**src/rtl/rr_arbiter_4_if.sv**
```systemverilog
// Request/grant bundle between four requesters and the round-robin arbiter.
// The arbiter takes the slave modport; the requester side takes master.
interface rr_arbiter_4_if;
    logic [3:0] req;
    logic       gnt_valid;
    logic [1:0] gnt_idx;
    logic [3:0] gnt_n;
    logic [7:0] hold_cnt;
    logic       state_dbg;

    modport master (
        output req,
        input  gnt_valid, gnt_idx, gnt_n, hold_cnt, state_dbg
    );

    modport slave (
        input  req,
        output gnt_valid, gnt_idx, gnt_n, hold_cnt, state_dbg
    );
endinterface

```
**src/rtl/rr_arbiter_4.sv**
```systemverilog
// Four-way round-robin arbiter with a bounded hold time and an active-low
// one-hot select. Every output comes from a flop.
module rr_arbiter_4 #(
    parameter int MAX_HOLD = 8
) (
    input  logic           clk,
    input  logic           rst_n,
    rr_arbiter_4_if.slave  bus
);
    // Handshake: req is level-sensitive and sampled on every rising edge; a
    // grant stays valid for as long as gnt_valid is high, with no ready.

    typedef enum logic {IDLE = 1'b0, GRANT = 1'b1} state_e;

    localparam logic [7:0] HOLD_LAST = 8'(MAX_HOLD - 1);

    state_e     state_q, state_d;
    logic [1:0] owner_q, owner_d;
    logic [1:0] last_q, last_d;
    logic [7:0] hold_q, hold_d;
    logic [3:0] gnt_n_q, gnt_n_d;

    logic [3:0] pool;
    logic [1:0] base;
    logic       win_found;
    logic [1:0] win_idx;

    // Search starts just after base; base itself has lowest priority.
    function automatic logic [2:0] pick(input logic [3:0] r, input logic [1:0] b);
        logic [2:0] res;
        logic [1:0] cand;
        res = 3'b000;
        for (int k = 4; k >= 1; k--) begin
            cand = b + 2'(k);
            if (r[cand]) res = {1'b1, cand};
        end
        return res;
    endfunction

    always_ff @(posedge clk or negedge rst_n) begin
        if (!rst_n) begin
            state_q <= IDLE;
            owner_q <= 2'd0;
            last_q  <= 2'd3;
            hold_q  <= 8'd0;
            gnt_n_q <= 4'b1111;
        end else begin
            state_q <= state_d;
            owner_q <= owner_d;
            last_q  <= last_d;
            hold_q  <= hold_d;
            gnt_n_q <= gnt_n_d;
        end
    end

    // While granted, the owner is masked out and becomes the rotation base,
    // which covers both release and expiry.
    always_comb begin
        pool = bus.req;
        base = last_q;
        if (state_q == GRANT) begin
            pool = bus.req & ~(4'b0001 << owner_q);
            base = owner_q;
        end
        {win_found, win_idx} = pick(pool, base);
    end

    always_comb begin
        state_d = state_q;
        owner_d = owner_q;
        last_d  = last_q;
        hold_d  = hold_q;
        case (state_q)
            IDLE: begin
                if (win_found) begin
                    state_d = GRANT;
                    owner_d = win_idx;
                    hold_d  = 8'd0;
                end
            end
            GRANT: begin
                if (!bus.req[owner_q] || (hold_q == HOLD_LAST && pool != 4'b0000)) begin
                    last_d = owner_q;
                    hold_d = 8'd0;
                    if (win_found) begin
                        owner_d = win_idx;
                    end else begin
                        state_d = IDLE;
                        owner_d = 2'd0;
                    end
                end else if (hold_q != HOLD_LAST) begin
                    hold_d = hold_q + 8'd1;
                end
            end
            default: begin
                state_d = IDLE;
                owner_d = 2'd0;
            end
        endcase
        gnt_n_d = (state_d == GRANT) ? ~(4'b0001 << owner_d) : 4'b1111;
    end

    always_comb begin
        bus.gnt_valid = (state_q == GRANT);
        bus.gnt_idx   = owner_q;
        bus.gnt_n     = gnt_n_q;
        bus.hold_cnt  = hold_q;
        bus.state_dbg = state_q;
    end
endmodule

```
**src/flat_wrapper.sv**
```systemverilog
// flat-port wrapper written by rule: the top's interface ports become plain ports
module rr_arbiter_4_flat 
#(
    parameter int MAX_HOLD = 8
)
  (clk, rst_n, bus_req, bus_gnt_valid, bus_gnt_idx, bus_gnt_n, bus_hold_cnt, bus_state_dbg);
  rr_arbiter_4_if bus_i ();
  input  logic clk;
  input  logic rst_n;
  input wire logic [$bits(bus_i.req)-1:0] bus_req;
  output wire logic [$bits(bus_i.gnt_valid)-1:0] bus_gnt_valid;
  output wire logic [$bits(bus_i.gnt_idx)-1:0] bus_gnt_idx;
  output wire logic [$bits(bus_i.gnt_n)-1:0] bus_gnt_n;
  output wire logic [$bits(bus_i.hold_cnt)-1:0] bus_hold_cnt;
  output wire logic [$bits(bus_i.state_dbg)-1:0] bus_state_dbg;
  assign bus_i.req = bus_req;
  assign bus_gnt_valid = bus_i.gnt_valid;
  assign bus_gnt_idx = bus_i.gnt_idx;
  assign bus_gnt_n = bus_i.gnt_n;
  assign bus_hold_cnt = bus_i.hold_cnt;
  assign bus_state_dbg = bus_i.state_dbg;
  rr_arbiter_4 #(.MAX_HOLD(MAX_HOLD)) u_core (.clk(clk), .rst_n(rst_n), .bus(bus_i));
endmodule
```
**config.mk**
```make
export PLATFORM = sky130hd
export DESIGN_NAME = rr_arbiter_4_flat
export DESIGN_NICKNAME = d
export VERILOG_FILES = /design/src/rtl/rr_arbiter_4_if.sv /design/src/rtl/rr_arbiter_4.sv /design/src/flat_wrapper.sv
export SDC_FILE = /design/constraint.sdc
export NUM_CORES = 1
export LEC_CHECK = 0
export CELL_PAD_IN_SITES_DETAIL_PLACEMENT = 1
export CELL_PAD_IN_SITES_GLOBAL_PLACEMENT = 2
export CORE_MARGIN = 1.5
export CORE_UTILIZATION = 31
export DETAILED_ROUTE_END_ITERATION = 12
export GPL_ROUTABILITY_DRIVEN = 1
export HOLD_SLACK_MARGIN = 0.1
export PLACE_DENSITY_LB_ADDON = 0.1
export SLEW_MARGIN = 40
export SYNTH_ARGS = -nofsm -noshare
export SYNTH_HDL_FRONTEND = slang
export SYNTH_SLANG_ARGS = --single-unit
```
**constraint.sdc**
```tcl
create_clock -name clk -period 2.35 [get_ports clk]
set_input_delay 0.47 -clock clk [delete_from_list [all_inputs] [get_ports clk]]
set_output_delay 0.47 -clock clk [all_outputs]
set_load 0.05 [all_outputs]
```
==> metrics.csv, run 1 <==
metric,value,unit
status,finished clean,
cp.required,1.88,ns
drt_first_pass_iters,4,
die_x,64,um
synth.net_count,136,
start_util,0.335,
postSynthCellCount,129,
setup_violations,0,
cts.root.buffer_cell,sky130_fd_sc_hd__clkbuf_8,
design_power_total,2.23,mW
global_route.usage.met2,0.290,
synthesis.area_per_instance,8.94,sq um
io_buffers,21,
finalCriticalPeriod,2.23,ns
startpoint_to_endpoint_class_of_the_critical_path,flip-flop to primary output,
critical_path.max_stage_delay,0.89,ns
floorplan.rows,21,
antenna_violating_nets_left,0,
timing.critical_path.to_type,primary output,
crit_family,buffers and inverters,
slew_violations,0,
path_max_fanout,11,
total_area_of_multi_input_combinational_cells,654,sq um
tritoncts_clock_tree,built,
ys.flop_type,sky130_fd_sc_hd__dfrtp_1,
fillers,419,
timing.hold.worst.class,flip-flop to flip-flop,
sequential_element_share_of_the_synthesized_area,0.375,
stdcell_area,1620,sq um
clock-sinks,17,
met3_usage,0.0370,
drive_gt1_frac,0.259,
grt_antenna_before_repair,0,
finalHoldViolCount,0,
power_per_cell_area,1380,nW/um^2
ctsLongestPathBuffers,2,
worstPathArrival,1.76,ns
timing.clock.skew,0.000289,ns
die_area,4100,sq um
clk_pin_slew,0.07,ns
top_usage_layer,met2,
total_global_routing_track_utilization,0.174,
post_cts_hold_buffer_count,0,
synth_top_area_share,0.239,
ioPinCount,22,
dpl.hpwl,2690,um
grt_pass1_wl,5560,um
synth.yosys.warnings,0,
maxCapViolCount,0,
regArea,434,sq um
wl_per_cell,15.7,um
remaining_drc_errors,0,
final_critical_path_setup_slack,0.118,ns
rsz_0062_raised_after_global_routing,no,
diodes,0,
synthesis.area,1150,sq um
vias,1150,
timing.fmax,0.448,GHz
detailedPlace.worstSlack,-0.225,ns
maximum_number_of_pins_on_one_net_before_global_route_repair,18,
routed_via_density,5.32,
worst_max_slew_pin_slew,0.503,ns
design.core.area,3440,sq um
critPathBufInv,1,
fin_setup_tns,0,ns
totalWireLength,3400,um
placement.cell_area,1560,sq um
synth-edff-count,0,
finalWeightedCongestion,0.781,
cts-buffers-inserted,3,
number_of_global_route_vias_before_repair,1179,
overflow_left_after_global_routing,0,
slowest_stage,sky130_fd_sc_hd__clkdlybuf4s50_1,
critPathLaunchType,flip-flop,
min_period_over_period,0.950,
max-slew-margin-rel,0.663,
synth_area_leader_cell,sky130_fd_sc_hd__dfrtp_1,
drt-initial-drc-count,48,
cp_cell_sequence,clkdlybuf4s50_1,
vdd.ir_drop.worst,0.376,mV
overall_die_height,64,um
groute.layer.met1.usage,0.238,
post_synth_main_area_contributors,"sky130_fd_sc_hd__dfrtp_1 24%, sky130_fd_sc_hd__dfstp_2 14%, sky130_fd_sc_hd__nand2_1 3.9%",
synth_seq_cells,17,
final_net_count,178,
area_delta_synth_final,40.5,%
synth-async-reset-ratio,1.00,
synth.lib_cells_used.distinct,46,
htree_levels,1,
leakage,0.713,nW
clock_latency,0.25,ns
==> what timing repair did <==
item	CTS	global route
resized for setup	0	5
endpoints found under the hold margin	0	0
setup endpoints to repair	0	5
buffers inserted	0	0
==> synthesized netlist by cell type (all sizes together) (3+ instances only) <==
library cell,count
buf,8
o22ai,3
nand2,12
nor2,11
inv,4
o22a,3
dfstp,6
o21ai,14
dfrtp,11
o31ai,3
mux2,5
mux2i,4
nand3,8
a21oi,4
and2,3
==> metrics by stage <==
stage | util | hold slack, ns | instances
4_1_cts | 0.467 | 0.523 | 216
5_1_grt | 0.471 | 0.543 | 216
2_1_floorplan | - | 0.174 | 129
6_report | 0.471 | 0.520 | 216
3_5_place_dp | 0.454 | 0.510 | 212
3_3_place_gp | 0.454 | 0.496 | 212
==> sequential cells by signal, indices dropped and copies added, names as in the netlist <==
name	flops
u_core.bus.gnt_valid	1
u_core.last_q	2
u_core.bus.gnt_idx	2
u_core.bus.hold_cnt	8
u_core.bus.gnt_n	4
==> cells by family after synthesis <==
family                     Yosys count  synth area share
adders and majority gates            1            0.0108
AOI/OAI and AO/OA                   41             0.241
buffers and inverters               13            0.0607
DFF                                 17             0.375
and+or+nand+nor                     47             0.209
muxes                               10             0.103
==> report_power, final <==
group          switching [mW]  internal, mW
Sequential              0.134         0.414
Clock                  0.0986         0.117
Combinational           0.804         0.662
Total                    1.04          1.19
==> path summary, 6_finish.rpt <==
path                                          end  slack, ns  depth (start not counted)                    from
max                                bus_gnt_idx[0]       0.12                          1   u_core.bus.gnt_idx[0]
min                        u_core.bus.hold_cnt[7]       0.52                          1  u_core.bus.hold_cnt[7]
max reg2reg                   u_core.bus.gnt_n[2]       0.18                          6        u_core.last_q[0]
min reg2reg                u_core.bus.hold_cnt[7]       0.52                          1  u_core.bus.hold_cnt[7]
max in group asynchronous     u_core.bus.gnt_n[0]       1.57                          2                   rst_n
min in group asynchronous   u_core.bus.gnt_idx[1]       0.54                          2                   rst_n
==> placed cells by master (no fill, tap or decap), types with 2 or more instances in the layout <==
cell type | Yosys | final
sky130_fd_sc_hd__a21oi_1 | 4 | 3
sky130_fd_sc_hd__a22o_1 | 2 | 2
sky130_fd_sc_hd__a32o_1 | 2 | 2
sky130_fd_sc_hd__and2_0 | 2 | 2
sky130_fd_sc_hd__and3b_1 | 2 | 2
sky130_fd_sc_hd__buf_4 | 2 | 26
sky130_fd_sc_hd__clkbuf_8 | 0 | 3
sky130_fd_sc_hd__clkdlybuf4s50_1 | 0 | 16
sky130_fd_sc_hd__dfrtp_1 | 11 | 10
sky130_fd_sc_hd__dfstp_2 | 6 | 6
sky130_fd_sc_hd__dlymetal6s2s_1 | 0 | 3
sky130_fd_sc_hd__inv_1 | 4 | 4
sky130_fd_sc_hd__mux2_1 | 3 | 3
sky130_fd_sc_hd__mux2_2 | 2 | 2
sky130_fd_sc_hd__mux2i_1 | 4 | 4
sky130_fd_sc_hd__nand2_1 | 12 | 12
sky130_fd_sc_hd__nand2b_1 | 2 | 2
sky130_fd_sc_hd__nand3_1 | 8 | 8
sky130_fd_sc_hd__nor2_1 | 10 | 10
sky130_fd_sc_hd__o21ai_0 | 8 | 8
sky130_fd_sc_hd__o21ai_1 | 6 | 6
sky130_fd_sc_hd__o22a_1 | 3 | 3
sky130_fd_sc_hd__o22ai_1 | 3 | 3
sky130_fd_sc_hd__o31ai_1 | 3 | 3
sky130_fd_sc_hd__or3_1 | 2 | 2
==> cell type report <==
cell class,count,share of cell area
multi-input cells,99,0.404
well taps,46,0.0355
clock inverters,1,0.00309
inverters,4,0.00927
clock buffers,3,0.0255
flip-flops and latches,17,0.268
repair buffers,46,0.255
==> layer usage <==
metal / up-vias / routed length (um)
li1: 565 / -
met1: 562 / 1630
met2: 21 / 1640
met3: 2 / 115
met4: 0 / 13
met5: - / 0
No activity file was read; power rests on OpenSTA's default activity.
==> inputs of run 2 (changes only) <==
--- a/config.mk
+++ b/config.mk
@@ -8,7 +8,7 @@
 export CELL_PAD_IN_SITES_DETAIL_PLACEMENT = 1
 export CELL_PAD_IN_SITES_GLOBAL_PLACEMENT = 2
 export CORE_MARGIN = 1.5
-export CORE_UTILIZATION = 31
+export CORE_UTILIZATION = 28
 export DETAILED_ROUTE_END_ITERATION = 12
 export GPL_ROUTABILITY_DRIVEN = 1
 export HOLD_SLACK_MARGIN = 0.1
==> constraint.sdc (replaced) <==
create_clock -name clk -period 2 [get_ports clk]
set_input_delay 0.4 -clock clk [delete_from_list [all_inputs] [get_ports clk]]
set_output_delay 0.4 -clock clk [all_outputs]
set_load 0.05 [all_outputs]
==> run 2 against run 1 <==
  * Clock skew rose by 0.0012 ns
  * Combinational power rose by 37%
  * Critical path depth increased by 6
  * Global-route usage increased by 0.87 points
  * Largest power group unchanged
  * Highest routed layer unchanged
  * The flow now finishes with violations (negative setup slack)
  * Clock power rose by 23%
  * Sequential power is 16% higher
  * Largest cell class unchanged
  * Clock-buffer cell count did not move
  * Flip-flop and latch count stayed put
  * Core utilization is 1.9 points lower
  * Cell count is 8.8% higher
==> metrics.csv, run 2 (synthesis gave the netlist of run 1 again) <==
metric,value,unit,change
critPathBufInv,1,,unchanged
vdd.ir_drop.worst,0.395,mV,+5.0%
clk_pin_slew,0.07,ns,about the same
diodes,0,,unchanged
final_critical_path_setup_slack,-0.124,ns,-0.242 ns
number_of_global_route_vias_before_repair,1271,,+7.8%
finalNonFillerCells,235,,+8.8%
slew_violations,0,,unchanged
maximum_number_of_pins_on_one_net_before_global_route_repair,18,,unchanged
crit_family,simple AND/OR/NAND/NOR gates,,
max_reg_flops,8,,unchanged
commonest_cells_after_routing_fill_and_taps_aside,"50 x sky130_fd_sc_hd__buf_4, 12 x sky130_fd_sc_hd__nand2_1, 9 x sky130_fd_sc_hd__nor2_1",,
path_max_fanout,5,,-6
routed_via_density,5.20,,-2.3%
final.hold.worst_slack,0.481,ns,-0.0388 ns
drt_first_pass_iters,4,,unchanged
remaining_drc_errors,0,,unchanged
dpl.hpwl,2900,um,+8.1%
post-place-cells,226,,+6.6%
detailedPlace.worstSlack,-0.561,ns,-0.336 ns
design_power_total,2.92,mW,+31%
clock_latency,0.25,ns,about the same
start_util,0.290,,-0.0447
p_comb_frac,0.691,,+0.034
totalWireLength,3930,um,+15%
htree_levels,1,,unchanged
grt_pass1_wl,6110,um,+9.9%
intPower,1.58,mW,+32%
regToRegStartpoint,u_core.last_q[0],,
finalHoldViolCount,0,,unchanged
finalWeightedCongestion,0.852,,+9.0%
cts.root.buffer_cell,sky130_fd_sc_hd__clkbuf_8,,
final_net_count,193,,+8.4%
failed_checks,negative setup slack,,
startpoint_to_endpoint_class_of_the_critical_path,flip-flop to flip-flop,,
overflow_left_after_global_routing,0,,unchanged
drive_gt1_frac,0.481,,+0.222
antenna_violating_nets_left,0,,unchanged
area_delta_synth_final,55.5,%,
timing.critical_path.to_type,flip-flop,,
min_period_over_period,1.06,,
part_of_the_total_power_dissipated_in_sequential_elements,0.218,,-0.028
total_global_routing_track_utilization,0.183,,+0.00874
maxCapViolCount,0,,unchanged
p_sw,1.34,mW,+29%
worstPathArrival,2.32,ns,+0.56 ns
setup_violations,6,,+6
die_x,67.2,um,+5.0%
finalCriticalPeriod,2.12,ns,
ioPinCount,22,,unchanged
power_per_cell_area,1630,nW/um^2,+18%
critical_path.max_stage_delay,0.59,ns,-0.30 ns
status,"finished, violations left",,
timing.clock.skew,0.00144,ns,+0.00115 ns
ctsLongestPathBuffers,2,,unchanged
drt-initial-drc-count,38,,-21%
max-slew-margin-rel,0.652,,-0.0112
cp_cell_sequence,buf_4 -> nor2_1 -> a32o_1 -> and3b_1 -> or4_4 -> a21o_1 -> nand3_1,,
r2r_slack,-0.12,ns,-0.30 ns
post_cts_hold_buffer_count,0,,unchanged
rr_worst_depth,7,,+1
timing.fmax,0.471,GHz,
tritoncts_clock_tree,built,,
io_buffers,21,,unchanged
grt_antenna_before_repair,0,,unchanged
wl_per_cell,16.7,um,+6.1%
floorplan.rows,23,,+9.5%
cts-buffers-inserted,3,,unchanged
overall_die_height,67.2,um,+5.0%
design.core.area,3970,sq um,+15%
mostFrequentLayoutCell,sky130_fd_sc_hd__buf_4,,
vias,1223,,+6.3%
clock-sinks,17,,unchanged
worst_setup_path_startpoint,u_core.last_q[0],,
power.share.switching,0.458,,-0.00686
rsz_0062_raised_after_global_routing,yes,,
leakage,0.802,nW,+13%
timing.hold.worst.class,primary input to asynchronous set/reset pin,,
worst_max_slew_pin_slew,0.520,ns,+0.0168 ns
cp.required,2.19,ns,+0.31 ns
die_area,4510,sq um,+10%
slowest_stage,sky130_fd_sc_hd__dfstp_2,,
power.clock.fraction,0.091,,-0.006
fillers,452,,+7.9%
regToRegEndpoint,u_core.bus.gnt_n[0],,
critPathLaunchType,flip-flop,,
run 2: changes by cell type in the layout (fill, tap and decap cells not counted), sizes merged:
cell / change
buf: +24
dlygate4sd2: +4
dlymetal6s2s: -3
clkdlybuf4s50: -11
clkbuf: +1
run 2: per-stage QoR:
stage | cell area (sq um) | TNS, ns | util
after floorplan | 1210 | -0.558 | -
after global placement | 1650 | -6.62 | 0.415
after detailed placement | 1650 | -7.65 | 0.415
after CTS | 1720 | -0.488 | 0.434
after global routing | 1790 | -0.889 | 0.452
final | 1790 | -0.515 | 0.452
run 2: area by class of cell:
type | instances | area, sq um | share of cell area
tap | 50 | 62.6 | 0.0349
multi-input combinational | 99 | 742 | 0.414
timing repair buffer | 61 | 485 | 0.271
sequential | 17 | 443 | 0.247
inverter | 4 | 15.0 | 0.00837
clock buffer | 3 | 41.3 | 0.0230
clock inverter | 1 | 5.00 | 0.00279
run 2: repair_timing:
item | CTS | global route
setup endpoints to repair | 16 | 13
pin swaps | 1 | 5
hold endpoints to repair | 0 | 0
setup buffers | 0 | 5
resized for setup | 11 | 6
run 2: worst register-to-register path, stage by stage (launching register included):
cell,delay [ns]
sky130_fd_sc_hd__dfstp_2,0.59
sky130_fd_sc_hd__buf_4,0.16
sky130_fd_sc_hd__nor2_1,0.07
sky130_fd_sc_hd__a32o_1,0.22
sky130_fd_sc_hd__and3b_1,0.18
sky130_fd_sc_hd__or4_4,0.55
sky130_fd_sc_hd__a21o_1,0.21
sky130_fd_sc_hd__nand3_1,0.10
run 2: power by group through the flow:
stage	clock, mW	combinational [mW]	sequential [mW]
2_1_floorplan	0	1.00	0.820
3_3_place_gp	0	1.84	0.645
3_5_place_dp	0	1.89	0.646
4_1_cts	0.275	1.94	0.642
5_1_grt	0.288	2.17	0.656
6_report	0.266	2.01	0.635
run 2: how the worst max path moves through the flow:
stage,slack (ns),cells past startpoint,to
detailed placement,-0.56,8,u_core.bus.gnt_n[0]
global route,-0.18,7,u_core.bus.gnt_n[0]
finish,-0.12,7,u_core.bus.gnt_n[0]
global placement,-0.47,8,u_core.bus.gnt_n[2]
CTS,-0.12,7,u_core.bus.gnt_n[0]
floorplan,-0.11,5,u_core.last_q[0]
run 2: layer usage:
layer	wire length, um	up-vias	track usage	share of wire
li1	-	589	-	-
met1	1670	609	0.220	0.42
met2	2100	21	0.342	0.53
met3	142	4	0.0283	0.036
met4	19	0	0.0408	0.0048
met5	0	-	0	0
==> inputs of run 3 (changes only) <==
--- a/config.mk
+++ b/config.mk
@@ -13,7 +13,8 @@
 export GPL_ROUTABILITY_DRIVEN = 1
 export HOLD_SLACK_MARGIN = 0.1
 export PLACE_DENSITY_LB_ADDON = 0.1
-export SLEW_MARGIN = 40
+export RECOVER_POWER = 25
+export SLEW_MARGIN = 15
 export SYNTH_ARGS = -nofsm -noshare
 export SYNTH_HDL_FRONTEND = slang
 export SYNTH_SLANG_ARGS = --single-unit
==> run 3 against run 2 <==
  * The flow still finishes with violations (negative setup slack)
  * Flip-flop and latch count unchanged
  * Via count about the same
  * Hold slack better by 0.086 ns
  * First-iteration DRC count unchanged
  * Wire length about the same
  * Global-route usage unchanged
  * Clock skew unchanged
  * Die area unchanged
  * Largest cell class unchanged
  * Largest power group unchanged
  * Highest routed layer unchanged
==> metrics.csv, run 3 (synthesis gave the netlist of run 1 again) <==
metric,value,unit,change
status,"finished, violations left",,
failed_checks,negative setup slack,,
grt_antenna_before_repair,0,,unchanged
power_per_cell_area,1630,nW/um^2,+0.16%
drt_first_pass_iters,4,,unchanged
cts.root.buffer_cell,sky130_fd_sc_hd__clkbuf_8,,
area_delta_synth_final,55.2,%,
r2r_slack,-0.12,ns,about the same
critPathCapture,u_core.bus.gnt_n[0],,
setup_violations,6,,unchanged
hold_path_depth,1,,
final_critical_path_setup_slack,-0.124,ns,+0.0000340 ns
design_power_total,2.91,mW,about the same
stdcell_area,1790,sq um,-0.21%
rsz_0062_raised_after_global_routing,yes,,
timing.clock.skew,0.00144,ns,unchanged
die_area,4510,sq um,unchanged
diodes,0,,unchanged
slew_violations,0,,unchanged
overall_die_height,67.2,um,unchanged
worstPathArrival,2.32,ns,about the same
placement.cell_area,1650,sq um,unchanged
design.core.area,3970,sq um,unchanged
antenna_violating_nets_left,0,,unchanged
intPower,1.58,mW,about the same
regToRegEndpoint,u_core.bus.gnt_n[0],,
clock-sinks,17,,unchanged
max-slew-margin-rel,0.310,,-0.342
clock_latency,0.25,ns,about the same
overflow_left_after_global_routing,0,,unchanged
timing.fmax,0.471,GHz,about the same
worst_setup_path_startpoint,u_core.last_q[0],,
tritoncts_clock_tree,built,,
clk_pin_slew,0.07,ns,about the same
mostFrequentLayoutCell,sky130_fd_sc_hd__buf_4,,
path_max_fanout,5,,unchanged
cp.required,2.19,ns,about the same
power.clock.fraction,0.091,,about the same
dpl.hpwl,2900,um,unchanged
worst_max_slew_pin_slew,1.04,ns,+0.515 ns
wl_per_cell,16.7,um,about the same
drt-initial-drc-count,38,,unchanged
start_util,0.290,,unchanged
vdd.ir_drop.worst,0.395,mV,about the same
timing.hold.worst.class,flip-flop to flip-flop,,
p_comb_frac,0.691,,about the same
io_buffers,21,,unchanged
max_reg_flops,8,,unchanged
timing.critical_path.to_type,flip-flop,,
rr_worst_depth,7,,unchanged
finalCoreUtilization,0.451,,-0.000945
drive_gt1_frac,0.476,,-0.00541
startpoint_to_endpoint_class_of_the_critical_path,flip-flop to flip-flop,,
totalWireLength,3920,um,about the same
finalCriticalPeriod,2.12,ns,-0.0000340 ns
ctsLongestPathBuffers,2,,unchanged
total_global_routing_track_utilization,0.183,,unchanged
htree_levels,1,,unchanged
fillers,452,,unchanged
leakage,0.799,nW,-0.42%
power.share.switching,0.458,,about the same
remaining_drc_errors,0,,unchanged
min_period_over_period,1.06,,about the same
die_x,67.2,um,unchanged
part_of_the_total_power_dissipated_in_sequential_elements,0.218,,about the same
critPathLaunchType,flip-flop,,
floorplan.rows,23,,unchanged
vias,1224,,+0.082%
grt_pass1_wl,6110,um,unchanged
number_of_global_route_vias_before_repair,1271,,unchanged
finalWeightedCongestion,0.852,,unchanged
maxCapViolCount,0,,unchanged
maximum_number_of_pins_on_one_net_before_global_route_repair,18,,unchanged
commonest_cells_after_routing_fill_and_taps_aside,"49 x sky130_fd_sc_hd__buf_4, 12 x sky130_fd_sc_hd__nand2_1, 9 x sky130_fd_sc_hd__nor2_1",,
regToRegStartpoint,u_core.last_q[0],,
cts-buffers-inserted,3,,unchanged
p_sw,1.34,mW,about the same
routed_via_density,5.21,,about the same
finalHoldViolCount,0,,unchanged
final_net_count,193,,unchanged
ioPinCount,22,,unchanged
## run 3: changes by cell type in the layout (fill, tap and decap cells not counted), sizes merged
| cell | before | now |
|---|---|---|
| clkbuf | 4 | 5 |
| dlygate4sd3 | 0 | 1 |
| buf | 51 | 50 |
| clkdlybuf4s50 | 5 | 4 |
## run 3: worst min-delay path by stage
stage / from / to / slack, ns
6_report: u_core.bus.hold_cnt[1] / u_core.bus.hold_cnt[1] / 0.57
5_1_grt: u_core.bus.hold_cnt[1] / u_core.bus.hold_cnt[1] / 0.59
4_1_cts: rst_n / u_core.bus.hold_cnt[2] / 0.49
3_5_place_dp: u_core.bus.hold_cnt[1] / u_core.bus.hold_cnt[1] / 0.55
3_3_place_gp: u_core.bus.hold_cnt[0] / u_core.bus.hold_cnt[0] / 0.54
2_1_floorplan: rst_n / u_core.bus.gnt_idx[0] / 0.10
## run 3: layer usage
metal  track usage  wire length (um)  up-vias
met5             0                 0        -
met4        0.0408                19        0
met3        0.0283               141        4
met2         0.342              2100       21
met1         0.220              1660      610
li1              -                 -      589
## run 3: final cells by class
cell class | instances | area [sq um] | area share
multi-input combinational | 99 | 742 | 0.414
timing repair buffer | 61 | 482 | 0.269
sequential | 17 | 443 | 0.247
tap | 50 | 62.6 | 0.0349
clock buffer | 3 | 41.3 | 0.0231
inverter | 4 | 15.0 | 0.00839
clock inverter | 1 | 5.00 | 0.00280
## run 3: repair_timing
| action | in CTS | in global routing |
|---|---|---|
| endpoints found under the setup margin | 16 | 13 |
| setup buffers | 0 | 5 |
| hold buffers | 0 | 0 |
| cloned | 0 | 0 |
| gates resized for setup | 11 | 6 |
| pin swaps | 1 | 5 |
## run 3: worst max-delay path, cell delays in order (launching register included)
cell and delay (ns):
sky130_fd_sc_hd__dfstp_2 0.59, sky130_fd_sc_hd__buf_4 0.16, sky130_fd_sc_hd__nor2_1 0.07, sky130_fd_sc_hd__a32o_1 0.22
sky130_fd_sc_hd__and3b_1 0.18, sky130_fd_sc_hd__or4_4 0.55, sky130_fd_sc_hd__a21o_1 0.21, sky130_fd_sc_hd__nand3_1 0.10
## run 3: through the flow
step / instances / worst slack, ns / setup TNS (ns) / hold WS, ns
after floorplan: 129 / -0.107 / -0.558 / 0.104
after global placement: 226 / -0.469 / -6.62 / 0.535
after detailed placement: 226 / -0.561 / -7.65 / 0.553
after CTS: 230 / -0.124 / -0.488 / 0.486
after global routing: 235 / -0.183 / -0.889 / 0.588
final: 235 / -0.124 / -0.515 / 0.567
## run 3: power groups by stage
stage | Clock [mW] | Combinational, mW | Sequential [mW]
6_report | 0.266 | 2.01 | 0.635
4_1_cts | 0.275 | 1.94 | 0.642
2_1_floorplan | 0 | 1.00 | 0.820
3_3_place_gp | 0 | 1.84 | 0.645
5_1_grt | 0.288 | 2.17 | 0.656
3_5_place_dp | 0 | 1.89 | 0.646
